<file path="src/rtl/seg7_scan_driver.sv">
// ---------------------------------------------------------------------------
// seg7_scan_driver
//   Time-multiplexed driver for an 8-digit common-anode seven-segment display.
//   It captures eight 6-bit display codes once per frame into shadow
//   registers, so a code that changes mid-frame cannot tear the picture. It
//   then scans one digit per slot. Each slot begins with a short dark gap to
//   suppress ghosting. All outputs come straight from flops.
//
//   Optional feature macro: DISP_BLINK_EN
//     defined   -> adds input 'blink' and a frame-based blink phase. While
//                  blink=1 and phase=1, all anodes are forced off.
//     undefined -> no blink port; the display is never forced dark.
//
// Ports
//   clock       in   1  system clock, rising edge
//   reset       in   1  asynchronous, active-high
//   d1..d8      in   6  code {blank, char[3:0], dp}; d1 = leftmost digit
//   blink       in   1  blink request (DISP_BLINK_EN only)
//   an_n        out  8  anode enables, active-low; an_n[7] = d1 .. an_n[0] = d8
//   seg_n       out  7  segments {g,f,e,d,c,b,a}, active-low
//   dp_n        out  1  decimal point, active-low
//   frame_tick  out  1  one-cycle pulse on the cycle after the shadow reload
// ---------------------------------------------------------------------------
module seg7_scan_driver #(
    parameter int PRESCALE = 100000,
    parameter int DEADTIME = 16,
    parameter int BLINK_FR = 250
) (
    input  logic       clock,
    input  logic       reset,
    input  logic [5:0] d1,
    input  logic [5:0] d2,
    input  logic [5:0] d3,
    input  logic [5:0] d4,
    input  logic [5:0] d5,
    input  logic [5:0] d6,
    input  logic [5:0] d7,
    input  logic [5:0] d8,
`ifdef DISP_BLINK_EN
    input  logic       blink,
`endif
    output logic [7:0] an_n,
    output logic [6:0] seg_n,
    output logic       dp_n,
    output logic       frame_tick
);

    localparam int             PW       = $clog2(PRESCALE);
    localparam logic [PW-1:0]  PRE_LAST = PW'(PRESCALE - 1);
    localparam logic [PW:0]    DEAD     = (PW + 1)'(DEADTIME);

    logic [PW-1:0] pre_cnt_reg;
    logic [2:0]    slot_reg;
    logic          first_reg;
    logic [5:0]    shadow_reg [8];
    logic [5:0]    d_arr      [8];
    logic [7:0]    an_onehot;
    logic          terminal;
    logic          load;
    logic          force_dark;

    logic [7:0]    an_reg,  an_next;
    logic [6:0]    seg_reg, seg_next;
    logic          dp_reg,  dp_next;
    logic          frame_tick_reg;
    logic [5:0]    code_cur;
    logic          dark;

    always_comb begin
        d_arr[0] = d1;
        d_arr[1] = d2;
        d_arr[2] = d3;
        d_arr[3] = d4;
        d_arr[4] = d5;
        d_arr[5] = d6;
        d_arr[6] = d7;
        d_arr[7] = d8;
    end

    // Slot k lights the anode an_n[7-k].
    for (genvar gi = 0; gi < 8; gi++) begin : g_anode
        assign an_onehot[gi] = (slot_reg == 3'(7 - gi));
    end

    assign terminal = (pre_cnt_reg == PRE_LAST);
    // The first terminal count after reset also reloads the shadows. This
    // lets the display come alive without waiting for a full blank frame.
    assign load     = terminal && ((slot_reg == 3'd7) || first_reg);

    function automatic logic [6:0] decode(input logic [3:0] ch);
        logic [6:0] s;
        case (ch)
            4'h0: s = 7'h40;  4'h1: s = 7'h79;  4'h2: s = 7'h24;  4'h3: s = 7'h30;
            4'h4: s = 7'h19;  4'h5: s = 7'h12;  4'h6: s = 7'h02;  4'h7: s = 7'h78;
            4'h8: s = 7'h00;  4'h9: s = 7'h10;  4'hA: s = 7'h08;  4'hB: s = 7'h61;
            4'hC: s = 7'h41;  4'hD: s = 7'h0C;  4'hE: s = 7'h06;  default: s = 7'h07;
        endcase
        return s;
    endfunction

    always_ff @(posedge clock or posedge reset) begin
        if (reset) begin
            pre_cnt_reg <= '0;
            slot_reg    <= 3'd0;
            first_reg   <= 1'b1;
        end else if (terminal) begin
            pre_cnt_reg <= '0;
            slot_reg    <= slot_reg + 3'd1;
            first_reg   <= 1'b0;
        end else begin
            pre_cnt_reg <= pre_cnt_reg + 1'b1;
        end
    end

    always_ff @(posedge clock or posedge reset) begin
        if (reset) begin
            for (int k = 0; k < 8; k++) shadow_reg[k] <= 6'b100000;
        end else if (load) begin
            for (int k = 0; k < 8; k++) shadow_reg[k] <= d_arr[k];
        end
    end

`ifdef DISP_BLINK_EN
    localparam int            FW      = (BLINK_FR > 1) ? $clog2(BLINK_FR) : 1;
    localparam logic [FW-1:0] FR_LAST = FW'(BLINK_FR - 1);

    logic [FW-1:0] frame_cnt_reg;
    logic          phase_reg;

    always_ff @(posedge clock or posedge reset) begin
        if (reset) begin
            frame_cnt_reg <= '0;
            phase_reg     <= 1'b0;
        end else if (!blink) begin
            frame_cnt_reg <= '0;
            phase_reg     <= 1'b0;
        end else if (frame_tick_reg) begin
            if (frame_cnt_reg == FR_LAST) begin
                frame_cnt_reg <= '0;
                phase_reg     <= ~phase_reg;
            end else begin
                frame_cnt_reg <= frame_cnt_reg + 1'b1;
            end
        end
    end

    assign force_dark = blink && phase_reg;
`else
    assign force_dark = 1'b0;
`endif

    always_comb begin
        code_cur = shadow_reg[slot_reg];
        dark     = ({1'b0, pre_cnt_reg} < DEAD) || code_cur[5] || force_dark;
        an_next  = 8'hFF;
        seg_next = 7'h7F;
        dp_next  = 1'b1;
        if (!dark) begin
            an_next  = ~an_onehot;
            seg_next = decode(code_cur[4:1]);
            dp_next  = ~code_cur[0];
        end
    end

    // The outputs are registered, so the anode lines can only change at a
    // clock edge. At most one of them is low at any time.
    always_ff @(posedge clock or posedge reset) begin
        if (reset) begin
            an_reg         <= 8'hFF;
            seg_reg        <= 7'h7F;
            dp_reg         <= 1'b1;
            frame_tick_reg <= 1'b0;
        end else begin
            an_reg         <= an_next;
            seg_reg        <= seg_next;
            dp_reg         <= dp_next;
            frame_tick_reg <= load;
        end
    end

    assign an_n       = an_reg;
    assign seg_n      = seg_reg;
    assign dp_n       = dp_reg;
    assign frame_tick = frame_tick_reg;

endmodule

</file>
<file path="config.mk">
export PLATFORM = sky130hd
export DESIGN_NAME = seg7_scan_driver
export DESIGN_NICKNAME = d
export VERILOG_FILES = /design/src/rtl/seg7_scan_driver.sv
export SDC_FILE = /design/constraint.sdc
export NUM_CORES = 1
export LEC_CHECK = 0
export ABC_CLOCK_PERIOD_IN_PS = 3500
export CORE_MARGIN = 2
export CORE_UTILIZATION = 40
export CTS_BUF_LIST = sky130_fd_sc_hd__clkbuf_8
export CTS_CLUSTER_DIAMETER = 50
export CTS_CLUSTER_SIZE = 28
export DETAILED_ROUTE_END_ITERATION = 10
export PLACE_DENSITY_LB_ADDON = 0.15
export SLEW_MARGIN = 20
export SYNTH_ARGS = -nofsm -noshare
export SYNTH_HDL_FRONTEND = slang
export SYNTH_SLANG_ARGS = --single-unit
</file>
<file path="constraint.sdc">
create_clock -name clock -period 3.5 [get_ports clock]
set_input_delay 1.05 -clock clock [delete_from_list [all_inputs] [get_ports clock]]
set_output_delay 1.05 -clock clock [all_outputs]
set_load 0.01 [all_outputs]
</file>
==> results by group <==
Setup path
  – Largest fanout on the critical path: 17
  – Worst r2r path cells: 8
  – WS Path Type: reg -> reg
  – Startpoint types: flop
  – WP data arrival: 2.87 ns
  – Endpoint class of the critical path: flop
  – CP required: 3.76 ns

Timing
  – Fmax: 0.3833 GHz
  – RSZ-0062 raised after global routing: false
  – Worst clock skew: 0.01405 ns
  – Final WS setup: 0.8909 ns
  – Least-Margin Pin Slew: 0.7489 ns
  – Worst slew margin: 49.61%
  – Fin Setup TNS: 0 ns
  – Min Hold Slack: 0.4889 ns
  – Final Hold Viols: 0
  – Min cycle time layout: 2.609 ns
  – Post-route clock period utilization: 74.55%
  – # setup viols final: 0
  – Max-slew violations: 0

Synthesis
  – Synth area leaders: dfrtp_1, dfstp_2, mux2_2
  – Syn Inst Count: 299
  – Largest family of logic cells by synthesized area: multiplexers
  – Post-Synth Adder-Cell Area: 4.020%
  – Post-Synth XOR/XNOR Area: 3.463%
  – Syn Nets: 362
  – Flops & latches, synth: 86
  – Synth warnings: 0
  – Sequential fraction of the synthesis area: 53.96%
  – Syn Area/Cell: 13.53 um^2
  – Synth unique cells: 42
  – Yosys top cell area share: 37.72%
  – Simple-gate share of the synthesized area: 9.493%
  – Post-synthesis compound-gate area fraction: 3.494%
  – Post-Syn Area: 4046 um^2
  – Area leader, netlist: dfrtp_1
  – Mux cell area share after synthesis: 23.19%

Detailed routing
  – Via count: 2,486
  – Residual DRC: 0
  – Number of DRC markers in iteration 0: 68
  – Final WL: 7.802 mm
  – DRT Pass-1 Iters: 4
  – Vias per inst: 4.894
  – Average wire per standard cell: 15.36 um
  – Antenna Violating Nets Remaining: 0

Placement
  – IO Port Bufs: 66
  – DP Worst Slack: 0.9021 ns
  – Post-DP HPWL: 5.572 mm
  – Placer Congestion: 0.8869
  – Post-DP Area: 4866 um^2
  – Inst Count DP: 492

Global route
  – Initial antenna violation count: 0
  – Total GRT Usage: 15.25%
  – Largest net degree at the start of global routing: 58
  – GRT overflow: 0
  – Vias in the first global route: 2,580
  – First-pass GRT wire length: 13.20 mm

CTS
  – Worst skew pair latency: 0.36 ns
  – Clk sink count: 86
  – CTS tree: built
  – CTS Buf Count: 9
  – Root buffer cell: clkbuf_8
  – Htree depth: 3
  – Post-CTS Setup Inserts: 0
  – Hold Buf Count CTS: 0
  – Clock buffer depth: 2
  – Resize count post-CTS: 0
  – CTS clk-pin slew, worst paths: 0.08 ns

Finish
  – Ant. Diodes: 0
  – Most frequent cells in the layout: clkdlybuf4s50_1, dfrtp_1, mux2_2
  – Post-layout instance area: 5062 um^2
  – Layout cells sized above 1: 29.33%
  – # fillers: 925
  – Max reg flops: 48
  – Finished Layout Cells: 508
  – Nets: 433
  – Syn-to-layout area delta: 25.11%
  – Commonest non-fill, non-tap cell in the layout: clkdlybuf4s50_1

Floorplanning
  – Core area: 9819 um^2
  – FP Rows: 36
  – Die Span Y: 104.6 um
  – Die Width: 104.6 um
  – Starting density of the core: 41.21%
  – DIE AREA: 10,940 um^2
  – Ports: 67

Flow run
  – MaxCap Viol Count: 0

Outcome
  – Status: finished, final reports clean

Power and ir drop
  – Power density cells: 380.0 nW/um^2
  – Worst vdd ir: 0.0001727 V
  – Leak: 0.002157 uW

Worst hold path
  – Hold depth: 1
  – Worst Hold Class: reg -> reg
## synth_stat cells (all sizes together)
cell type and n:
a211oi 2, a21oi 1, a22o 1, a22oi 1, and2 1, and3 4, buf 8, clkbuf 3
dfrtp 61, dfstp 25, ha 13, inv 8, mux2 51, mux2i 6, mux4 10, nand2 24
nand2b 1, nand3 15, nand4 3, nor2 12, nor2b 3, nor3 6, nor3b 1, nor4 4
o2111a 1, o211ai 2, o21a 1, o21ai 8, o22a 1, o22ai 3, or3 1, or4 2
xnor2 7, xor2 9
## layer usage
layer / GRT usage, % / vias to the layer above / share of wire [%]
li1: - / 1206 / -
met1: 21.29 / 1215 / 49
met2: 23.11 / 57 / 45
met3: 4.429 / 8 / 4.7
met4: 4.571 / 0 / 1.1
met5: 0 / - / 0
## metrics by stage
stage          power [uW]  util (%)
2_1_floorplan        1154         -
3_3_place_gp         1249     49.55
3_5_place_dp         1252     49.55
4_1_cts              1950     51.55
5_1_grt              2009     51.55
6_report             1924     51.55
## critical path: stages, from the launching register on
cell and delay, ns:
dfrtp_1 0.79, mux4_2 0.41, mux2i_1 0.47, inv_1 0.13
ha_1 0.23, inv_1 0.07, nor3_1 0.05, a211oi_1 0.23
o21ai_0 0.13
## power by group
group / internal, uW / leakage, uW / switching (uW) / total, uW
registers: 1040 / 0.00101 / 17.9 / 1060
logic: 110 / 0.00106 / 63.6 / 174
clock network: 329 / 0.0000855 / 364 / 694
total: 1480 / 0.00216 / 446 / 1920
## kinds of logic after synthesis
logic type / after synthesis
fa+ha+maj: 13
xor+xnor: 16
flops: 86
buf+inv: 19
compound gates: 21
simple gates: 77
mux: 67
## final timing paths
check / startpoint / endpoint / slack [ns]
setup / recovery: slot_reg[1] / seg_n[0] / 0.89
setup reg to reg: slot_reg[1] / seg_n[0] / 0.89
max in group asynchronous: reset / seg_n[4] / 1.74
hold / removal: pre_cnt_reg[14] / pre_cnt_reg[14] / 0.49
hold reg to reg: pre_cnt_reg[14] / pre_cnt_reg[14] / 0.49
min in group asynchronous: reset / shadow_reg[42] / 1.03
## final cells by class
class | count | area (um^2) | share of cell area, %
inverter | 8 | 31.28 | 0.6179
clock buffer | 9 | 123.9 | 2.447
sequential | 86 | 2183 | 43.13
multi-input combinational | 194 | 1774 | 35.05
clock inverter | 7 | 72.57 | 1.434
timing repair buffer | 71 | 710.7 | 14.04
tap | 133 | 166.4 | 3.287
Note: power is estimated with default switching activity, not from simulation.
